<file path="src/rtl/ysyx_23060096_lsu_if.sv">
// Bundle of the LSU's EXU-side request/response and memory-side bus signals.
// master: the environment (EXU plus memory); slave: the LSU itself.
interface ysyx_23060096_lsu_if #(
  parameter int unsigned AW = 32,
  parameter int unsigned DW = 32
);
  // EXU request
  logic              req_valid;
  logic              req_ready;
  logic              MemWr;
  logic              MemtoReg;
  logic [2:0]        MemOP;
  logic [AW-1:0]     addr;
  logic [DW-1:0]     wdata;

  // WBU response
  logic              resp_valid;
  logic [DW-1:0]     rdata;
  logic              err;

  // Memory port
  logic              mem_req;
  logic              mem_wen;
  logic [AW-1:0]     mem_addr;
  logic [DW-1:0]     mem_wdata;
  logic [DW/8-1:0]   mem_wmask;
  logic              mem_gnt;
  logic              mem_rvalid;
  logic [DW-1:0]     mem_rdata;

  modport master (
    output req_valid, MemWr, MemtoReg, MemOP, addr, wdata,
    output mem_gnt, mem_rvalid, mem_rdata,
    input  req_ready, resp_valid, rdata, err,
    input  mem_req, mem_wen, mem_addr, mem_wdata, mem_wmask
  );

  modport slave (
    input  req_valid, MemWr, MemtoReg, MemOP, addr, wdata,
    input  mem_gnt, mem_rvalid, mem_rdata,
    output req_ready, resp_valid, rdata, err,
    output mem_req, mem_wen, mem_addr, mem_wdata, mem_wmask
  );
endinterface

</file>
<file path="src/rtl/ysyx_23060096_lsu.sv">
// Load/store unit: one outstanding access on a req/gnt/rvalid memory port,
// byte-lane formatting of stores and lane extraction/extension of loads.
// Optional feature: define YSYX_23060096_LSU_MISALIGN_EN to trap misaligned
// half/word accesses (err=1, no memory request); otherwise err stays 0 and
// misaligned accesses are issued using the normal lane rules.
module ysyx_23060096_lsu #(
  parameter int unsigned AW = 32,
  parameter int unsigned DW = 32
) (
  input logic                clk,
  input logic                rst,
  ysyx_23060096_lsu_if.slave bus
);

  localparam int unsigned NB = DW / 8;

  typedef enum logic [1:0] {IDLE, REQ, WAIT, RESP} state_t;
  typedef enum logic [1:0] {SZ_B, SZ_H, SZ_W} size_t;

  // Access size from MemOP; unlisted codes behave as word
  function automatic size_t op_size(input logic [2:0] op);
    case (op[1:0])
      2'b00:   return SZ_B;
      2'b01:   return SZ_H;
      default: return SZ_W;
    endcase
  endfunction

  state_t          state_q, state_d;
  logic [2:0]      op_q, op_d;
  logic [1:0]      lo_q, lo_d;

  logic            req_ready_q, req_ready_d;
  logic            resp_valid_q, resp_valid_d;
  logic [DW-1:0]   rdata_q, rdata_d;
  logic            err_q, err_d;
  logic            mem_req_q, mem_req_d;
  logic            mem_wen_q, mem_wen_d;
  logic [AW-1:0]   mem_addr_q, mem_addr_d;
  logic [DW-1:0]   mem_wdata_q, mem_wdata_d;
  logic [NB-1:0]   mem_wmask_q, mem_wmask_d;

  logic            access_c;
  logic            misalign_c;
  logic [NB-1:0]   st_mask_c;
  logic [DW-1:0]   st_wdata_c;
  logic [7:0]      lane_b_c;
  logic [15:0]     lane_h_c;
  logic [DW-1:0]   load_ext_c;

  // Store formatting and alignment check on the incoming request
  always_comb begin
    access_c   = bus.MemWr | bus.MemtoReg;
    st_mask_c  = {NB{1'b1}};
    st_wdata_c = bus.wdata;
    misalign_c = 1'b0;
    case (op_size(bus.MemOP))
      SZ_B: begin
        st_mask_c  = NB'(4'b0001 << bus.addr[1:0]);
        st_wdata_c = {NB{bus.wdata[7:0]}};
      end
      SZ_H: begin
        st_mask_c  = NB'(4'b0011 << {bus.addr[1], 1'b0});
        st_wdata_c = {(NB/2){bus.wdata[15:0]}};
      end
      default: begin
        st_mask_c  = {NB{1'b1}};
        st_wdata_c = bus.wdata;
      end
    endcase
`ifdef YSYX_23060096_LSU_MISALIGN_EN
    case (op_size(bus.MemOP))
      SZ_H:    misalign_c = access_c & bus.addr[0];
      SZ_W:    misalign_c = access_c & (bus.addr[1:0] != 2'b00);
      default: misalign_c = 1'b0;
    endcase
`endif
  end

  // Lane extraction and sign/zero extension of the returned word
  always_comb begin
    lane_b_c = bus.mem_rdata[7:0];
    case (lo_q)
      2'b01:   lane_b_c = bus.mem_rdata[15:8];
      2'b10:   lane_b_c = bus.mem_rdata[23:16];
      2'b11:   lane_b_c = bus.mem_rdata[31:24];
      default: lane_b_c = bus.mem_rdata[7:0];
    endcase
    lane_h_c = lo_q[1] ? bus.mem_rdata[31:16] : bus.mem_rdata[15:0];
    case (op_size(op_q))
      SZ_B: load_ext_c = op_q[2] ? {{(DW-8){1'b0}}, lane_b_c}
                                 : {{(DW-8){lane_b_c[7]}}, lane_b_c};
      SZ_H: load_ext_c = op_q[2] ? {{(DW-16){1'b0}}, lane_h_c}
                                 : {{(DW-16){lane_h_c[15]}}, lane_h_c};
      default: load_ext_c = bus.mem_rdata;
    endcase
  end

  // Next-state and next-output logic
  always_comb begin
    state_d     = state_q;
    op_d        = op_q;
    lo_d        = lo_q;
    rdata_d     = rdata_q;
    err_d       = err_q;
    mem_wen_d   = mem_wen_q;
    mem_addr_d  = mem_addr_q;
    mem_wdata_d = mem_wdata_q;
    mem_wmask_d = mem_wmask_q;

    case (state_q)
      IDLE: begin
        if (bus.req_valid) begin
          op_d = bus.MemOP;
          lo_d = bus.addr[1:0];
          if (access_c && !misalign_c) begin
            state_d     = REQ;
            mem_wen_d   = bus.MemWr;
            mem_addr_d  = {bus.addr[AW-1:2], 2'b00};
            mem_wdata_d = bus.MemWr ? st_wdata_c : '0;
            mem_wmask_d = bus.MemWr ? st_mask_c : '0;
          end else begin
            state_d = RESP;
            rdata_d = '0;
            err_d   = misalign_c;
          end
        end
      end
      REQ: begin
        if (bus.mem_gnt) begin
          if (mem_wen_q) begin
            state_d = RESP;
            rdata_d = '0;
            err_d   = 1'b0;
          end else begin
            state_d = WAIT;
          end
        end
      end
      WAIT: begin
        if (bus.mem_rvalid) begin
          state_d = RESP;
          rdata_d = load_ext_c;
          err_d   = 1'b0;
        end
      end
      RESP: begin
        state_d = IDLE;
      end
      default: begin
        state_d = IDLE;
      end
    endcase

    req_ready_d  = (state_d == IDLE);
    resp_valid_d = (state_d == RESP);
    mem_req_d    = (state_d == REQ);
  end

  // State and registered outputs
  always_ff @(posedge clk or posedge rst) begin
    if (rst) begin
      state_q      <= IDLE;
      op_q         <= '0;
      lo_q         <= '0;
      req_ready_q  <= 1'b1;
      resp_valid_q <= 1'b0;
      rdata_q      <= '0;
      err_q        <= 1'b0;
      mem_req_q    <= 1'b0;
      mem_wen_q    <= 1'b0;
      mem_addr_q   <= '0;
      mem_wdata_q  <= '0;
      mem_wmask_q  <= '0;
    end else begin
      state_q      <= state_d;
      op_q         <= op_d;
      lo_q         <= lo_d;
      req_ready_q  <= req_ready_d;
      resp_valid_q <= resp_valid_d;
      rdata_q      <= rdata_d;
      err_q        <= err_d;
      mem_req_q    <= mem_req_d;
      mem_wen_q    <= mem_wen_d;
      mem_addr_q   <= mem_addr_d;
      mem_wdata_q  <= mem_wdata_d;
      mem_wmask_q  <= mem_wmask_d;
    end
  end

  assign bus.req_ready  = req_ready_q;
  assign bus.resp_valid = resp_valid_q;
  assign bus.rdata      = rdata_q;
  assign bus.err        = err_q;
  assign bus.mem_req    = mem_req_q;
  assign bus.mem_wen    = mem_wen_q;
  assign bus.mem_addr   = mem_addr_q;
  assign bus.mem_wdata  = mem_wdata_q;
  assign bus.mem_wmask  = mem_wmask_q;

endmodule

</file>
<file path="src/flat_wrapper.sv">
// flat-port wrapper written by rule: the top's interface ports become plain ports
module ysyx_23060096_lsu_flat 
#(
  parameter int unsigned AW = 32,
  parameter int unsigned DW = 32
)
  (clk, rst, bus_req_valid, bus_MemWr, bus_MemtoReg, bus_MemOP, bus_addr, bus_wdata, bus_mem_gnt, bus_mem_rvalid, bus_mem_rdata, bus_req_ready, bus_resp_valid, bus_rdata, bus_err, bus_mem_req, bus_mem_wen, bus_mem_addr, bus_mem_wdata, bus_mem_wmask);
  ysyx_23060096_lsu_if #(.AW(AW), .DW(DW)) bus_i ();
  input logic clk;
  input logic rst;
  input wire logic [$bits(bus_i.req_valid)-1:0] bus_req_valid;
  input wire logic [$bits(bus_i.MemWr)-1:0] bus_MemWr;
  input wire logic [$bits(bus_i.MemtoReg)-1:0] bus_MemtoReg;
  input wire logic [$bits(bus_i.MemOP)-1:0] bus_MemOP;
  input wire logic [$bits(bus_i.addr)-1:0] bus_addr;
  input wire logic [$bits(bus_i.wdata)-1:0] bus_wdata;
  input wire logic [$bits(bus_i.mem_gnt)-1:0] bus_mem_gnt;
  input wire logic [$bits(bus_i.mem_rvalid)-1:0] bus_mem_rvalid;
  input wire logic [$bits(bus_i.mem_rdata)-1:0] bus_mem_rdata;
  output wire logic [$bits(bus_i.req_ready)-1:0] bus_req_ready;
  output wire logic [$bits(bus_i.resp_valid)-1:0] bus_resp_valid;
  output wire logic [$bits(bus_i.rdata)-1:0] bus_rdata;
  output wire logic [$bits(bus_i.err)-1:0] bus_err;
  output wire logic [$bits(bus_i.mem_req)-1:0] bus_mem_req;
  output wire logic [$bits(bus_i.mem_wen)-1:0] bus_mem_wen;
  output wire logic [$bits(bus_i.mem_addr)-1:0] bus_mem_addr;
  output wire logic [$bits(bus_i.mem_wdata)-1:0] bus_mem_wdata;
  output wire logic [$bits(bus_i.mem_wmask)-1:0] bus_mem_wmask;
  assign bus_i.req_valid = bus_req_valid;
  assign bus_i.MemWr = bus_MemWr;
  assign bus_i.MemtoReg = bus_MemtoReg;
  assign bus_i.MemOP = bus_MemOP;
  assign bus_i.addr = bus_addr;
  assign bus_i.wdata = bus_wdata;
  assign bus_i.mem_gnt = bus_mem_gnt;
  assign bus_i.mem_rvalid = bus_mem_rvalid;
  assign bus_i.mem_rdata = bus_mem_rdata;
  assign bus_req_ready = bus_i.req_ready;
  assign bus_resp_valid = bus_i.resp_valid;
  assign bus_rdata = bus_i.rdata;
  assign bus_err = bus_i.err;
  assign bus_mem_req = bus_i.mem_req;
  assign bus_mem_wen = bus_i.mem_wen;
  assign bus_mem_addr = bus_i.mem_addr;
  assign bus_mem_wdata = bus_i.mem_wdata;
  assign bus_mem_wmask = bus_i.mem_wmask;
  ysyx_23060096_lsu #(.AW(AW), .DW(DW)) u_core (.clk(clk), .rst(rst), .bus(bus_i));
endmodule
</file>
<file path="config.mk">
export PLATFORM = sky130hd
export DESIGN_NAME = ysyx_23060096_lsu_flat
export DESIGN_NICKNAME = d
export VERILOG_FILES = /design/src/rtl/ysyx_23060096_lsu_if.sv /design/src/rtl/ysyx_23060096_lsu.sv /design/src/flat_wrapper.sv
export SDC_FILE = /design/constraint.sdc
export NUM_CORES = 1
export LEC_CHECK = 0
export BUFFER_PORTS_ARGS = -buffer_cell sky130_fd_sc_hd__buf_4
export CORE_ASPECT_RATIO = 1.2
export CORE_MARGIN = 2
export CORE_UTILIZATION = 48
export DETAILED_ROUTE_END_ITERATION = 7
export GPL_TIMING_DRIVEN = 0
export PLACE_DENSITY_LB_ADDON = 0.1
export SYNTH_ARGS = -nofsm -noshare
export SYNTH_HDL_FRONTEND = slang
export SYNTH_SLANG_ARGS = --single-unit
</file>
<file path="constraint.sdc">
create_clock -name clk -period 4.8 [get_ports clk]
set_input_delay 0.72 -clock clk [delete_from_list [all_inputs] [get_ports clk]]
set_output_delay 0.72 -clock clk [all_outputs]
set_load 0.02 [all_outputs]
</file>
==> results.py, run 1 <==
metrics = {
    "outcome": {
        "status": "completed",
    },
    "sta": {
        "worstMarginPinSlew_ns": 0.8980,
        "finalHoldViolations": 0,
        "slew_headroom": 0.3991,
        "rsz0062_at_grt": "false",
        "post-route-min-period_ns": 2.123,
        "fin_skew_ns": 0.008793,
        "finalSetupViolCount": 0,
        "holdWs_ns": 0.4685,
        "fin_crit_sh": 0.4423,
        "timing.setup.tns_ns": 0,
        "setup_ws_ns": 2.677,
        "drv_slew": 0,
        "timing.fmax_mhz": 471.0,
    },
    "placed_design": {
        "pre_cts_ws_ns": 2.352,
        "hpwl_um": 10470,
        "port_buffers": 207,
        "gp_congestion": 0.9012,
        "placed_area_sq_um": 6775,
    },
    "power_and_ir_drop": {
        "switching_share": 0.4034,
        "p_switching_mw": 1.844,
        "p_leak_nw": 3.492,
        "irDropWorstVdd_mv": 0.3016,
        "pwr-share-comb": 0.494,
        "p_seq_frac": 0.341,
        "power_frac_clock": 0.166,
        "internal-power_mw": 2.727,
        "p_per_area_nw_per_um2": 646.0,
    },
    "drt": {
        "vias_per_cell": 5.400,
        "antenna_left": 0,
        "dr.pass1.iters": 5,
        "routedWlPerCell_um": 16.97,
        "post-route-drc-count": 0,
        "drt_iter0_drc": 199,
        "num_vias": 4417,
        "routed_wl_um": 13890,
    },
    "floorplan": {
        "die_x_um": 97.41,
        "start_util": 0.4972,
        "rows": 40,
        "chipHeight_um": 116.1,
        "core_area_sq_um": 10110,
        "ios": 211,
        "fp.dieArea_sq_um": 11310,
    },
    "clocking": {
        "cts_setup_buffers": 0,
        "cts.sinks": 109,
        "numCtsBuffers": 9,
        "ctsHoldBuffers": 0,
        "cts-root-buf": "clkbuf_16",
        "clk-insertion-delay-late_ns": 0.35,
        "htreeDepth": 3,
        "ctsResizeCount": 0,
        "cts.clk_slew.worst_paths_ns": 0.07,
        "clockBufferDepth": 2,
        "cts_tree": "done",
    },
    "global_routing": {
        "grt_use_met3": 0.07301,
        "track_usage": 0.2415,
        "grt_overflow": 0,
        "grt_max_degree": 62,
        "antenna_found_initial": 0,
        "busiest_layer": "met2",
        "grt_pass1_vias": 4396,
        "met2_usage": 0.4225,
        "grt_pass1_wl_um": 21810,
        "gr-usage-met1": 0.2848,
    },
    "hold_path": {
        "hold_path_class": "in2async",
    },
    "worst_setup_path": {
        "worst-path-buf-inv": 3,
        "cp.required_ns": 5.03,
        "start_kind": "register",
        "cpPeakStageDelay_ns": 0.39,
        "cp_slowest_cell": "nor3b_4",
        "crit_chain": "buf_2 -> nor3b_4 -> o21ai_1 -> buf_2 -> clkbuf_1 -> a22o_1",
        "crit_type": "reg2reg",
        "critPathArrivalTime_ns": 2.36,
        "crit_family": "buffers and inverters",
        "crit_top_cell": "buf_2",
        "crit_fanout": 10,
        "cp-end-kind": "register",
    },
    "synth": {
        "synth_edf_count": 0,
        "synthXorXnorAreaFrac": 0,
        "synth_fa_ha_area_frac": 0,
        "ys_types": 33,
        "synth-simple-area-share": 0.1222,
        "synth_compound_area_frac": 0.1655,
        "ys_seq_elements": 109,
        "synth.area.top_cells": "dfrtp_1, mux2_2, o21ai_0",
        "synth_top_family_by_area": "compound AO/OA/AOI/OAI gates",
        "netlist_instances": 466,
        "synth_flop_cell": "dfrtp_1",
        "yosys_warnings": 0,
        "syn_area_per_cell_sq_um": 10.79,
        "synthMuxAreaShare": 0.1304,
        "yosysTopAreaCell": "dfrtp_1",
        "synthesis.area_sq_um": 5026,
        "seq_area_frac_synth": 0.5429,
        "synth_top_area_frac": 0.5377,
        "synthArstFlopShare": 1.000,
    },
    "final_layout": {
        "synthToLayoutAreaGrowth_pct": 40.78,
        "final_util": 0.6999,
        "design_area_sq_um": 7076,
        "antenna_cells": 0,
        "nets": 793,
        "final_common_cell": "buf_4",
        "drive_gt1_frac": 0.4090,
        "most-common-layout-cells": "buf_4, dfrtp_1, nand2_1",
    },
    "run": {
        "cap_violations": 0,
    },
}
==> Yosys cell counts (3+ instances only) <==
| library cell | number |
|---|---|
| dfrtp_1 | 108 |
| nand2_1 | 65 |
| o21ai_0 | 54 |
| mux2_2 | 34 |
| clkbuf_1 | 27 |
| a21oi_1 | 25 |
| mux2i_1 | 25 |
| nor2b_1 | 24 |
| nor2_1 | 12 |
| a22o_1 | 11 |
| o21ai_2 | 10 |
| nand3b_1 | 9 |
| a21o_1 | 8 |
| a221oi_1 | 8 |
| inv_1 | 8 |
| a211o_1 | 7 |
| o21ai_1 | 6 |
| buf_2 | 3 |
| buf_4 | 3 |
| nand2b_1 | 3 |
==> layout make-up <==
class,instances,area (sq um)
Multi-Input combinational cell,316,2113
Fill cell,827,3034
Buffer,35,161.4
Sequential cell,109,2729
Clock inverter,6,71.32
Inverter,8,32.53
Timing Repair Buffer,208,1582
Clock buffer,10,229.0
Tap cell,126,157.7
==> cells by family after synthesis <==
group	count (synthesis)
mux	60
flops	109
buf+inv	43
compound gates	131
other cells	1
simple gates	122
==> flip-flops by register name, indices dropped and copies added, names as in the netlist, 2 cells and up <==
signal                cells
u_core.bus.mem_wmask      4
u_core.op_q               3
u_core.bus.rdata         32
u_core.lo_q               2
u_core.state_q            2
u_core.bus.mem_addr      30
u_core.bus.mem_wdata     32
==> metrics by stage <==
step,total power [mW],instances
2_1_floorplan,2.886,468
3_3_place_gp,3.768,801
3_5_place_dp,3.838,802
4_1_cts,4.601,818
5_1_grt,4.843,818
6_report,4.571,818
==> layer usage <==
| metal | share of wire | up-vias | routed length, um |
|---|---|---|---|
| li1 | - | 2062 | - |
| met1 | 0.38 | 2143 | 5266 |
| met2 | 0.52 | 183 | 7181 |
| met3 | 0.079 | 29 | 1093 |
| met4 | 0.025 | 0 | 344 |
| met5 | 0 | - | 0 |
==> worst register-to-register path: stages (launching register included) <==
cell      delay (ns)
dfrtp_1         0.38
buf_2           0.18
nor3b_4         0.39
o21ai_1         0.24
buf_2           0.26
clkbuf_1        0.28
a22o_1          0.29
==> power by group through the flow <==
stage | Combinational [mW] | Sequential, mW | Clock [mW]
5_1_grt | 2.43 | 1.61 | 0.806
4_1_cts | 2.27 | 1.56 | 0.771
3_3_place_gp | 2.22 | 1.55 | 0
6_report | 2.26 | 1.56 | 0.757
3_5_place_dp | 2.27 | 1.57 | 0
2_1_floorplan | 0.880 | 2.01 | 0
==> worst paths after layout <==
| path | startpoint | endpoint | slack [ns] | cells past startpoint |
|---|---|---|---|---|
| max | u_core.state_q[1] | u_core.bus.mem_wdata[0] | 2.68 | 6 |
| min | rst | u_core.bus.mem_addr[6] | 0.47 | 2 |
| max reg2reg | u_core.state_q[1] | u_core.bus.mem_wdata[0] | 2.68 | 6 |
| min reg2reg | u_core.bus.mem_wdata[25] | u_core.bus.mem_wdata[25] | 0.48 | 2 |
| max in group asynchronous | rst | u_core.op_q[1] | 3.59 | 3 |
| min in group clk | u_core.bus.mem_wdata[25] | u_core.bus.mem_wdata[25] | 0.48 | 2 |
(Power assumes the default switching activity.)
==> run 2, diff against run 1 <==
clock period = 2.1 ns   (was 4.8 ns; I/O delays follow)
==> run 2 against run 1 <==
The flow now finishes with violations (hold timing). Sequential cell count unchanged. Worst setup slack lost 2.6 ns. Clock skew down 0.0028 ns. Largest cell class unchanged.
==> results.py, run 2 (synthesis gave the netlist of run 1 again) <==
metrics = {
    "outcome": {
        "status": "complete, but fails checks",
        "violations": "hold timing",
    },
    "floorplan": {
        "die_x_um": 97.41,
        "fp.dieArea_sq_um": 11310,
        "ios": 211,
        "rows": 40,
        "chipHeight_um": 116.1,
        "start_util": 0.4972,
        "core_area_sq_um": 10110,
    },
    "final_layout": {
        "antenna_cells": 0,
        "most-common-layout-cells": "buf_4, dfrtp_1, nand2_1",
        "filler_cell_count": 777,
        "nets": 796,
        "drive_gt1_frac": 0.4150,
        "synthToLayoutAreaGrowth_pct": 41.08,
        "final_common_cell": "buf_4",
        "instances_no_fill": 820,
    },
    "sta": {
        "rsz0062_at_grt": "false",
        "finalHoldViolations": 10,
        "worstMarginPinSlew_ns": 0.9151,
        "timing.setup.tns_ns": 0,
        "finalSetupViolCount": 0,
        "fin_skew_ns": 0.006008,
        "fin_crit_sh": 0.9585,
        "slew_headroom": 0.3877,
        "setup_ws_ns": 0.08716,
        "holdWs_ns": -0.002100,
        "drv_slew": 0,
        "timing.fmax_mhz": 496.8,
        "post-route-min-period_ns": 2.013,
    },
    "power_and_ir_drop": {
        "power_frac_clock": 0.152,
        "p_leak_nw": 3.500,
        "pwr-share-comb": 0.501,
        "internal-power_mw": 6.113,
        "p_switching_mw": 4.182,
        "p_per_area_nw_per_um2": 1452,
        "p_seq_frac": 0.347,
        "switching_share": 0.4062,
        "irDropWorstVdd_mv": 0.7589,
    },
    "placed_design": {
        "port_buffers": 207,
        "placedCellCount": 804,
        "gp_congestion": 0.9351,
        "hpwl_um": 10700,
        "pre_cts_ws_ns": -0.03267,
    },
    "global_routing": {
        "grt_pass1_wl_um": 21470,
        "grt_pass1_vias": 4272,
        "track_usage": 0.2394,
        "grt_max_degree": 35,
        "antenna_found_initial": 0,
        "grt_overflow": 0,
    },
    "clocking": {
        "htreeDepth": 3,
        "cts.sinks": 109,
        "clockBufferDepth": 2,
        "cts_tree": "done",
        "cts.clk_slew.worst_paths_ns": 0.07,
        "numCtsBuffers": 9,
        "clk-insertion-delay-late_ns": 0.35,
        "cts-root-buf": "clkbuf_16",
    },
    "worst_setup_path": {
        "cp.required_ns": 2.37,
        "critical_path.startpoint": "u_core.lo_q[1]",
        "cp-end-kind": "register",
        "start_kind": "register",
        "crit_fanout": 10,
        "critPathArrivalTime_ns": 2.29,
        "timing.rr.start": "u_core.lo_q[1]",
        "crit_type": "reg2reg",
    },
    "drt": {
        "m1WireLength_um": 5495,
        "dr_wl_met3_um": 895,
        "routed_wl_um": 13710,
        "drt_iter0_drc": 155,
        "dr.pass1.iters": 4,
        "antenna_left": 0,
        "vias_per_cell": 5.283,
        "maxUsedRoutingLayer": "met4",
        "num_vias": 4332,
        "post-route-drc-count": 0,
        "routedWlPerCell_um": 16.72,
        "wl_met2_um": 7135,
    },
    "run": {
        "cap_violations": 0,
    },
    "hold_path": {
        "hold_path_class": "in2async",
    },
}
## run 2: power groups by stage
| stage | clock network, mW | registers, mW | logic (mW) |
|---|---|---|---|
| after CTS | 1.60 | 3.57 | 5.20 |
| after detailed placement | 0 | 3.59 | 5.19 |
| final | 1.56 | 3.57 | 5.16 |
| after global placement | 0 | 3.54 | 5.07 |
| after floorplan | 0 | 4.59 | 2.01 |
| after global routing | 1.67 | 3.67 | 5.56 |
## run 2: layout make-up
cell class | count | area, sq um | area share
Inverter | 8 | 33.78 | 0.004764
Timing Repair Buffer | 211 | 1629 | 0.2298
Sequential cell | 109 | 2729 | 0.3849
Clock buffer | 9 | 225.2 | 0.03176
Tap cell | 126 | 157.7 | 0.02223
Buffer | 35 | 163.9 | 0.02312
Clock inverter | 6 | 38.79 | 0.005470
Multi-Input combinational cell | 316 | 2113 | 0.2980
## run 2: routing by layer
metal | up-vias | GRT usage
li1 | 2065 | -
met2 | 142 | 0.4262
met4 | 0 | 0.07407
met5 | - | 0
met3 | 14 | 0.05685
met1 | 2111 | 0.2918
## run 2: critical path, cell delays in order, from the launching register on
cell     delay [ns]
dfrtp_1        0.37
buf_6          0.13
mux4_2         0.34
nor4b_4        0.54
o31ai_4        0.20
buf_6          0.21
o21ai_2        0.14
## run 2: timing repair
item | in CTS | in global routing
buffers inserted | 1 | 0
gates resized for setup | 0 | 4
hold buffers | 0 | 0
pin swaps | 1 | 0
endpoints found under the setup margin | 3 | 8
## run 2: stage by stage
| stage | total power, mW | hold slack (ns) | utilization | area, sq um |
|---|---|---|---|---|
| floorplan | 6.597 | 0.4318 | - | 5037 |
| global route | 10.90 | 0.03144 | 0.7014 | 7091 |
| CTS | 10.37 | 0.008694 | 0.7011 | 7088 |
| finish | 10.29 | -0.002100 | 0.7014 | 7091 |
| global placement | 8.612 | 0.4631 | 0.6676 | 6749 |
| detailed placement | 8.784 | 0.3795 | 0.6743 | 6817 |
## run 2: final timing paths
| kind | cells past startpoint | slack [ns] | end |
|---|---|---|---|
| min in group clk | 2 | 0.19 | u_core.bus.mem_addr[23] |
| setup / recovery | 6 | 0.09 | u_core.bus.rdata[25] |
| setup reg to reg | 6 | 0.09 | u_core.bus.rdata[25] |
| hold reg to reg | 2 | 0.48 | u_core.bus.rdata[24] |
| max in group asynchronous | 4 | 1.37 | u_core.bus.mem_addr[7] |
| hold / removal | 2 | -0.002 | u_core.bus.mem_addr[28] |
